[src/rtl/md5_pwd_feeder.sv]
// Password candidate generator for the MD5 cracking datapath: walks an 8-digit
// BCD space with a fixed decimal stride and offers each value as ASCII.
module md5_pwd_feeder #(
    parameter logic [31:0] START_BCD = 32'h00000000,
    parameter logic [31:0] END_BCD   = 32'h99999999,
    parameter int          STRIDE    = 1
) (
    input  logic        clk,
    input  logic        reset_n,
    input  logic        start,
    input  logic        found,
    output logic        cand_valid,
    input  logic        cand_ready,
    output logic [63:0] cand_ascii,
    output logic [31:0] cand_bcd,
    output logic        busy,
    output logic        exhausted,
    output logic        matched,
    output logic [31:0] elapsed,
    output logic [31:0] issued
);

    localparam logic [1:0] S_IDLE  = 2'd0;
    localparam logic [1:0] S_RUN   = 2'd1;
    localparam logic [1:0] S_FOUND = 2'd2;
    localparam logic [1:0] S_EX    = 2'd3;

    logic [1:0]  state;
    logic        handshake;
    logic        adv_carry;
    logic [31:0] adv_bcd;

    function automatic logic [63:0] to_ascii(input logic [31:0] b);
        logic [63:0] r;
        r = '0;
        for (int d = 0; d < 8; d++) begin
            r[d*8 +: 8] = {4'h3, b[d*4 +: 4]};
        end
        return r;
    endfunction

    // Decimal add of STRIDE with digit-wise carry ripple; bit 32 is the carry out of digit 7.
    function automatic logic [32:0] bcd_add(input logic [31:0] a);
        logic [31:0] r;
        logic [4:0]  c;
        logic [4:0]  sum;
        r = '0;
        c = 5'(STRIDE);
        for (int d = 0; d < 8; d++) begin
            sum = {1'b0, a[d*4 +: 4]} + c;
            if (sum > 5'd9) begin
                r[d*4 +: 4] = 4'(sum - 5'd10);
                c = 5'd1;
            end else begin
                r[d*4 +: 4] = sum[3:0];
                c = 5'd0;
            end
        end
        return {c[0], r};
    endfunction

    // Valid/ready: cand_valid depends only on registered state; a candidate
    // transfers on any cycle with cand_valid & cand_ready, and all candidate
    // outputs hold while cand_valid is high and cand_ready is low.
    assign cand_valid = (state == S_RUN);
    assign busy       = (state == S_RUN);
    assign exhausted  = (state == S_EX);
    assign matched    = (state == S_FOUND);
    assign handshake  = cand_valid & cand_ready;

    always_comb begin
        {adv_carry, adv_bcd} = bcd_add(cand_bcd);
    end

    always_ff @(posedge clk or negedge reset_n) begin
        if (!reset_n) begin
            state      <= S_IDLE;
            cand_bcd   <= START_BCD;
            cand_ascii <= to_ascii(START_BCD);
            elapsed    <= '0;
            issued     <= '0;
        end else begin
            case (state)
                S_RUN: begin
                    if (elapsed != 32'hFFFFFFFF) elapsed <= elapsed + 32'd1;
                    if (handshake && issued != 32'hFFFFFFFF) issued <= issued + 32'd1;
                    // A match freezes the candidate even if it transferred this cycle.
                    if (found) begin
                        state <= S_FOUND;
                    end else if (handshake) begin
                        if (adv_carry || adv_bcd > END_BCD) begin
                            state <= S_EX;
                        end else begin
                            cand_bcd   <= adv_bcd;
                            cand_ascii <= to_ascii(adv_bcd);
                        end
                    end
                end
                default: begin
                    if (start) begin
                        state      <= S_RUN;
                        cand_bcd   <= START_BCD;
                        cand_ascii <= to_ascii(START_BCD);
                        elapsed    <= '0;
                        issued     <= '0;
                    end
                end
            endcase
        end
    end

endmodule

[config.mk]
export PLATFORM = sky130hd
export DESIGN_NAME = md5_pwd_feeder
export DESIGN_NICKNAME = d
export VERILOG_FILES = /design/src/rtl/md5_pwd_feeder.sv
export SDC_FILE = /design/constraint.sdc
export NUM_CORES = 1
export LEC_CHECK = 0
export CAP_MARGIN = 20
export CORE_MARGIN = 2
export CORE_UTILIZATION = 56
export DETAILED_ROUTE_END_ITERATION = 7
export PLACE_DENSITY = 0.95
export SETUP_SLACK_MARGIN = 0.1
export SLEW_MARGIN = 20
export SYNTH_ARGS = -nofsm -noshare
export SYNTH_HDL_FRONTEND = slang
export SYNTH_SLANG_ARGS = --single-unit
[constraint.sdc]
create_clock -name clk -period 18.67 [get_ports clk]
set_clock_uncertainty 0.15 [all_clocks]
set_input_delay 1.867 -clock clk [delete_from_list [all_inputs] [get_ports clk]]
set_output_delay 1.867 -clock clk [all_outputs]
set_load 0.01 [all_outputs]
Word-level counts from Yosys, hierarchy flattened
Index checks and enable logic that the tools add are counted.

storage, ports and cells
  word-level logic and storage cells = 87
  bits of input ports = 5
  bits in latches = 0
  memories kept = 0
  memory bits (writable) = 0
  memory bits (read-only) = 0
  output and inout bits = 164
  flip-flop bits (word level) = 162

operators by class
  $lt $le $gt $ge = 9
  reductions and logical operators = 7
  $mul = 0
  add/subtract/negate cells = 18
  shift-type cells = 0
  bitwise gates (word level) = 1
  divide/modulo/power cells = 0
  eq/ne operators = 12
  multiplexer cells = 35

operators with widths
  kind                                                                              number
  64-bit 2-to-1 mux                                                                 5
  32-bit 2-to-1 mux                                                                 9
  32-bit by 1-bit adder with 32-bit output (second input constant)                  2
  32-bit != test (second input constant)                                            2
  5-bit by 4-bit greater-than comparator with 1-bit output (second input constant)  8
  4-bit by 1-bit adder with 5-bit output                                            7
  32-bit greater-than comparator (second input constant)                            1
  4-bit 2-to-1 mux                                                                  8
  4-bit subtractor (second input constant)                                          8
  2-bit 2-to-1 mux                                                                  5
  1-bit 2-to-1 mux                                                                  8
  2-bit by 1-bit != test with 1-bit output (second input constant)                  3
  3-bit by 2-bit != test with 1-bit output (second input constant)                  2
  4-bit by 1-bit adder with 5-bit output (second input constant)                    1
  2-bit == test (second input constant)                                             2
  2-bit != test (second input constant)                                             2
  2-bit AND reduction                                                               2
  4-bit AND reduction                                                               1
  3-bit AND reduction                                                               1
  2-bit by 1-bit == test with 1-bit output (second input constant)                  1
  2-bit nonzero test                                                                1
  1-bit bitwise AND                                                                 1
  1-bit logical AND                                                                 1
  1-bit logical OR                                                                  1

Depth between registers and ports, before layout
Gate-level depths: netlist (run 1).

  word-level depth = 30
  depth in mapped cells = 59
  mapped depth without buffers = 51

Least setup slack after synthesis (run 1)
Ideal clock, no wire load.

  path kind = register to register
  start = register, netlist name cand_ascii[0]
  end = register cand_ascii[11]
  cell stages (with the launch flop) = 58
  path slack = 7.205 ns
  arrival time = 11.187 ns
  buffers on the path = 7
  period minus slack after synthesis = 11.465 ns
  library setup time = 0.128 ns
  data required time = 18.392 ns
  cell sequence = dfrtp_1 buf_2 inv_1 ha_1 inv_1 ha_1 nand2b_1 a2111oi_2 nor3_1 inv_1 ha_1 ha_1 clkbuf_1 or2_0 nor2_1 nor3_1 ha_1 ha_1 (+22 left out) ha_1 ha_1 buf_2 nand2_1 nand2b_1 o21a_1 ha_1 ha_1 inv_1 ha_1 nand2b_1 nand2_1 a311o_1 a22oi_1 o2bb2ai_1 nor3_1 o211ai_4 mux2_1

RTL lines
  item                    RTL line  source
  end signal: assignment  79        cand_ascii <= to_ascii(START_BCD);
  end signal: assignment  95        cand_ascii <= to_ascii(adv_bcd);
  end signal: assignment  103       cand_ascii <= to_ascii(START_BCD);
  end: declaration        14        output logic [63:0] cand_ascii,

==> results.py, run 1 <==
metrics = {
    "worst_hold_path": {
        "min_from": "elapsed[0]",
        "hold_class": "reg2reg",
    },
    "clock_tree": {
        "insertion_delay_ns": 0.35,
        "hold_buffers": 0,
        "clock-sinks": 98,
        "cts_setup_buffers": 0,
        "h-tree-depth": 3,
        "cts_tree": "done",
        "cts_buffers": 9,
        "clk_pin_slew_ns": 0.07,
        "root_buffer": "clkbuf_16",
        "cts_resized": 0,
        "cts_buffer_depth": 2,
    },
    "final_layout": {
        "fin_nets": 1003,
        "diodes": 0,
        "final_cells": 1153,
        "area_delta_synth_final_pct": 17.6,
        "drive_gt1_frac": 0.0430,
    },
    "die": {
        "row_count": 42,
        "initial_core_util": 0.568,
        "die_area_mm2": 0.0143,
        "ios": 169,
        "die_w_um": 119,
        "die_y_um": 119,
        "coreArea_mm2": 0.0131,
    },
    "setup_path": {
        "worstPathRequired_ns": 18.75,
        "cp_common_cell": "ha_1",
        "crit_type": "reg2reg",
        "endpoint_kind": "flip-flop",
        "max_stage_delay_ns": 0.56,
        "worstPathMaxFanout": 26,
        "cp.arrival_ns": 13.64,
        "slowest_stage": "dfrtp_1",
        "cp-startpoint": "cand_ascii[0]",
        "crit-reg2reg-launch": "cand_ascii[0]",
        "cp-start-kind": "flip-flop",
    },
    "route": {
        "drtAntennaViolNets": 0,
        "drtIter0Drc": 589,
        "routed_wl_um": 17600,
        "drcViolationCount": 0,
        "num_vias": 6740,
        "wl_per_cell_um": 15.3,
        "via_per_inst": 5.85,
        "dr.pass1.iters": 6,
    },
    "grt": {
        "antenna_found_initial": 0,
        "grt_pass1_vias": 6216,
        "gr-usage-all-layers": 0.250,
        "overflow": 0,
        "grt_pass1_wl_um": 29700,
        "grt_max_degree": 59,
    },
    "synth": {
        "yosysSeqAreaShare": 0.329,
        "synthArstFlopShare": 1.00,
        "yosysTopAreaCell": "dfrtp_1",
        "netlist_top_cells_area": "dfrtp_1 (33%), buf_4 (6.5%), nor2_1 (4.7%), nand2_1 (4.6%), mux2i_1 (4.6%)",
        "ys_seq_elements": 98,
        "avgSynthCellArea_um2": 8.26,
        "synth_area_mm2": 0.00746,
        "synth_cell_types": 81,
        "yosys_warnings": 0,
        "yosysTopAreaCellShare": 0.329,
        "syn_inst": 903,
        "synth_flop_cell": "dfrtp_1",
        "synth_edf_count": 0,
    },
    "sta": {
        "setup_viol": 0,
        "drv_slew": 0,
        "setup_tns_ns": 0,
        "finalCriticalPeriod_ns": 13.56,
        "slew_headroom": 0.386,
        "hold_viol_final": 0,
        "worst_slew_pin_slew_ns": 0.918,
        "finalCritPeriodShare": 0.726,
        "rsz0062_at_grt": "no",
        "fmax_ghz": 0.0737,
    },
    "pwr": {
        "power.density_mw_per_mm2": 66.4,
        "ir_worst_vdd_mv": 0.0555,
        "power_leakage_nw": 3.63,
    },
    "placed_design": {
        "port_buffers": 136,
        "dp.cells": 1136,
        "dp_hpwl_um": 12500,
        "place_congestion": 0.895,
    },
    "job": {
        "drv_cap": 0,
    },
    "run_status": {
        "status": "completed",
    },
}
-- state kept, by name, indices dropped and copies added (netlist names) --
register    flops
state           2
elapsed        32
issued         32
cand_ascii     32
-- layout by cell type (no fill, tap or decap), types with 10 or more instances in the layout --
master,n
xor2_1,20
dfrtp_1,98
nand2b_1,16
inv_1,32
a31oi_1,19
o21ai_0,44
nand4_1,19
xnor2_1,33
nor2_1,94
conb_1,32
nand2_1,92
clkdlybuf4s50_1,135
a21oi_1,44
ha_1,26
mux2i_1,34
or3_1,17
and4_1,10
nor3_1,17
and3_1,12
nand3_1,36
-- cell usage after synthesis, types with 4 or more instances --
master and instances:
a211oi_1 7, nor2b_1 9, mux2i_1 34, and4_1 10, nor4_1 4, nor2_1 94, ha_1 26, nor3_1 17
o21ba_2 4, nand2b_1 16, buf_4 65, and3_1 12, o41ai_1 4, nand3_1 36, o221ai_1 4, dfrtp_1 98
o211ai_1 5, a21oi_1 44, clkbuf_1 29, and2_1 8, inv_1 32, nand4_1 19, o31ai_1 5, o21a_1 5
nand3b_1 5, or2_2 5, o21ai_0 44, buf_2 14, nand2_1 92, xor2_1 20, xnor2_1 33, or3_1 17
a31oi_1 19
-- stage by stage --
stage	hold WS (ns)	setup WS [ns]	cell area [um^2]	power, mW	util
2_1_floorplan	0.378	7.21	7570	0.348	-
3_3_place_gp	0.359	5.92	8470	0.393	0.645
3_5_place_dp	0.361	5.34	8470	0.396	0.645
4_1_cts	0.368	5.26	8760	0.584	0.667
5_1_grt	0.406	3.86	8770	0.609	0.668
6_report	0.384	5.11	8770	0.582	0.668
-- kinds of logic after synthesis --
group	synth area share
buffers and inverters	0.112
AO/OA/AOI/OAI	0.163
AND/OR/NAND/NOR	0.241
multiplexers	0.0487
flip-flops	0.329
XOR/XNOR	0.0622
other	0.00101
adder cells (fa/ha/maj)	0.0436
-- where the power goes --
part	internal (mW)	switching (mW)	leakage (nW)
Sequential	0.222	0.0165	1.36
Combinational	0.0586	0.0964	2.12
Clock	0.105	0.0843	0.143
-- final cells by class --
type / count / area, um^2
clock buffer: 10 / 229
clock inverter: 6 / 65.1
fill: 1038 / 4370
inverter: 33 / 124
multi-input combinational: 689 / 4290
sequential: 98 / 2450
tap: 176 / 220
timing repair buffer: 141 / 1390
-- per-layer routing --
layer	track usage	vias up	wire, um
met1	0.330	3216	7450
met3	0.0436	32	1200
met4	0.0779	0	300
met5	0	-	0
li1	-	3227	-
met2	0.419	265	8660
-- worst paths after layout --
check                      depth (start not counted)        endpoint  slack (ns)
max                                               51  cand_ascii[11]        5.11
min                                                1      elapsed[0]        0.38
max reg2reg                                       51  cand_ascii[11]        5.11
min reg2reg                                        1      elapsed[0]        0.38
max in group asynchronous                          2       issued[9]       15.90
min in group asynchronous                          1      elapsed[8]        1.34
-- critical path, delay by kind of cell (launching register included) --
| kind | cells | cell delay (ns) |
|---|---|---|
| XOR/XNOR | 1 | 0.14 |
| flip-flops | 1 | 0.56 |
| AO/OA/AOI/OAI | 17 | 3.35 |
| AND/OR/NAND/NOR | 11 | 2.25 |
| buffers and inverters | 4 | 0.77 |
| multiplexers | 1 | 0.36 |
| adder cells (fa/ha/maj) | 17 | 5.88 |
(Power assumes the default switching activity.)
==> inputs of run 2 (changes only) <==
--- a/config.mk
+++ b/config.mk
@@ -7,9 +7,9 @@
 export LEC_CHECK = 0
 export CAP_MARGIN = 20
 export CORE_MARGIN = 2
-export CORE_UTILIZATION = 56
+export CORE_UTILIZATION = 52
 export DETAILED_ROUTE_END_ITERATION = 7
-export PLACE_DENSITY = 0.95
+export PLACE_DENSITY = 0.91
 export SETUP_SLACK_MARGIN = 0.1
 export SLEW_MARGIN = 20
 export SYNTH_ARGS = -nofsm -noshare
==> constraint.sdc (replaced) <==
create_clock -name clk -period 12.8 [get_ports clk]
set_clock_uncertainty 0.15 [all_clocks]
set_input_delay 1.28 -clock clk [delete_from_list [all_inputs] [get_ports clk]]
set_output_delay 1.28 -clock clk [all_outputs]
set_load 0.01 [all_outputs]
==> run 2 against run 1 <==
Maximum frequency up 15%. Non-clock buffer count up 1. Power up 43%. Die area up 7.4%. Largest cell class unchanged. Combinational power up 47%. Worst setup slack worse by 4.1 ns. Count of clock-buffer cells in the layout up 1. Highest routed layer unchanged. Utilization down 3.3 points. Critical endpoint is now cand_ascii[3]. Critical path depth unchanged.
==> results.py, run 2 (synthesized netlist as in run 1, its figures left out) <==
metrics = {
    "pwr": {
        "power_uw": 830,
        "ir_worst_vdd_mv": 0.0631,
        "power_leakage_nw": 3.59,
        "power.density_mw_per_mm2": 94.0,
    },
    "grt": {
        "overflow": 0,
        "grt_pass1_wl_um": 28600,
        "gr-usage-all-layers": 0.232,
        "grt_pass1_vias": 5890,
        "antenna_found_initial": 0,
        "grt_max_degree": 63,
    },
    "final_layout": {
        "fin_nets": 1004,
        "area_delta_synth_final_pct": 18.5,
        "reg.largest.list": "cand_ascii: 32 flops, elapsed: 32 flops, issued: 32 flops",
        "fillers": 1141,
        "final_common_cell": "clkdlybuf4s50_1",
        "final_cell_mix": "clkdlybuf4s50_1 (135), dfrtp_1 (96), nor2_1 (94), nand2_1 (92)",
        "diodes": 0,
        "drive_gt1_frac": 0.0603,
    },
    "setup_path": {
        "cp_common_cell": "ha_1",
        "cp-start-kind": "flip-flop",
        "slowest_stage": "dfrtp_2",
        "cp.arrival_ns": 11.96,
        "crit_type": "reg2reg",
        "worstPathRequired_ns": 12.92,
        "endpoint_kind": "flip-flop",
        "worstPathMaxFanout": 25,
        "max_stage_delay_ns": 0.48,
    },
    "route": {
        "num_vias": 6691,
        "drtAntennaViolNets": 0,
        "drcViolationCount": 0,
        "wl_per_cell_um": 15.2,
        "via_per_inst": 5.78,
        "dr.pass1.iters": 5,
        "routed_wl_um": 17600,
        "drtIter0Drc": 503,
    },
    "placed_design": {
        "dp_hpwl_um": 12400,
        "place_congestion": 0.960,
        "port_buffers": 136,
    },
    "die": {
        "initial_core_util": 0.535,
        "ios": 169,
        "die_y_um": 124,
        "row_count": 43,
        "die_w_um": 124,
        "die_area_mm2": 0.0153,
        "coreArea_mm2": 0.0139,
    },
    "clock_tree": {
        "hold_buffers": 0,
        "cts_tree": "done",
        "cts_setup_buffers": 0,
        "clock-sinks": 98,
        "cts_buffers": 9,
        "root_buffer": "clkbuf_16",
        "cts_resized": 0,
        "clk_pin_slew_ns": 0.07,
        "cts_buffer_depth": 2,
        "h-tree-depth": 3,
        "insertion_delay_ns": 0.35,
    },
    "sta": {
        "drv_slew": 0,
        "finalCriticalPeriod_ns": 11.84,
        "hold_ws_ns": 0.368,
        "worst_slew_pin_slew_ns": 0.999,
        "slew_headroom": 0.331,
        "hold_viol_final": 0,
        "setup_tns_ns": 0,
        "setup_viol": 0,
        "rsz0062_at_grt": "no",
        "fmax_ghz": 0.0845,
        "finalCritPeriodShare": 0.925,
    },
    "run_status": {
        "status": "completed",
    },
    "job": {
        "drv_cap": 0,
    },
    "worst_hold_path": {
        "hold_class": "reg2reg",
    },
}
run 2: worst paths after layout:
path                                     from  depth (start not counted)  slack (ns)       endpoint
worst min register to register     elapsed[9]                          1        0.37     elapsed[9]
min in group asynchronous             reset_n                          1        0.74    elapsed[11]
worst max-delay path            cand_ascii[0]                         51        0.96  cand_ascii[3]
worst min-delay path               elapsed[9]                          1        0.37     elapsed[9]
max in group asynchronous             reset_n                          2       10.60  cand_ascii[9]
worst max register to register  cand_ascii[0]                         51        0.96  cand_ascii[3]
run 2: report_power, final:
group / leakage, nW / switching [mW] / internal [mW] / total [mW]
sequential: 1.36 / 0.0241 / 0.325 / 0.349
clock: 0.127 / 0.121 / 0.133 / 0.254
combinational: 2.11 / 0.141 / 0.0871 / 0.228
run 2: layout make-up:
type,count,area (um^2),share of cell area
Clock buffer,11,233,0.0263
Timing Repair Buffer,142,1420,0.160
Inverter,33,124,0.0140
Multi-Input combinational cell,689,4350,0.492
Sequential cell,98,2450,0.278
Tap cell,180,225,0.0255
Clock inverter,5,37.5,0.00425
run 2: worst max-delay path, delay by kind of cell, from the launching register on:
| kind | cells | cell delay [ns] |
|---|---|---|
| flops | 1 | 0.48 |
| xor+xnor | 1 | 0.14 |
| compound gates | 18 | 3.80 |
| buf+inv | 4 | 0.57 |
| fa+ha+maj | 17 | 4.91 |
| mux | 1 | 0.23 |
| simple gates | 10 | 1.51 |
run 2: routing by layer:
metal	global-route usage	vias up	routed length [um]
li1	-	3230	-
met5	0	-	0
met3	0.0476	27	1350
met1	0.313	3156	7500
met2	0.376	278	8420
met4	0.0696	0	331
run 2: per-stage QoR:
step	std cells	instance area, um^2	utilization	setup WS [ns]
after floorplan	933	7570	-	1.34
after global placement	1142	8500	0.610	0.830
after detailed placement	1142	8500	0.610	0.308
after CTS	1158	8770	0.630	0.262
after global routing	1158	8840	0.634	0.107
final	1158	8840	0.634	0.961
==> inputs of run 3 (changes only) <==
--- a/config.mk
+++ b/config.mk
@@ -5,7 +5,6 @@
 export SDC_FILE = /design/constraint.sdc
 export NUM_CORES = 1
 export LEC_CHECK = 0
-export CAP_MARGIN = 20
 export CORE_MARGIN = 2
 export CORE_UTILIZATION = 52
 export DETAILED_ROUTE_END_ITERATION = 7
==> results of run 3 <==
The final DEF is identical to that of run 2; final timing and power are the same.
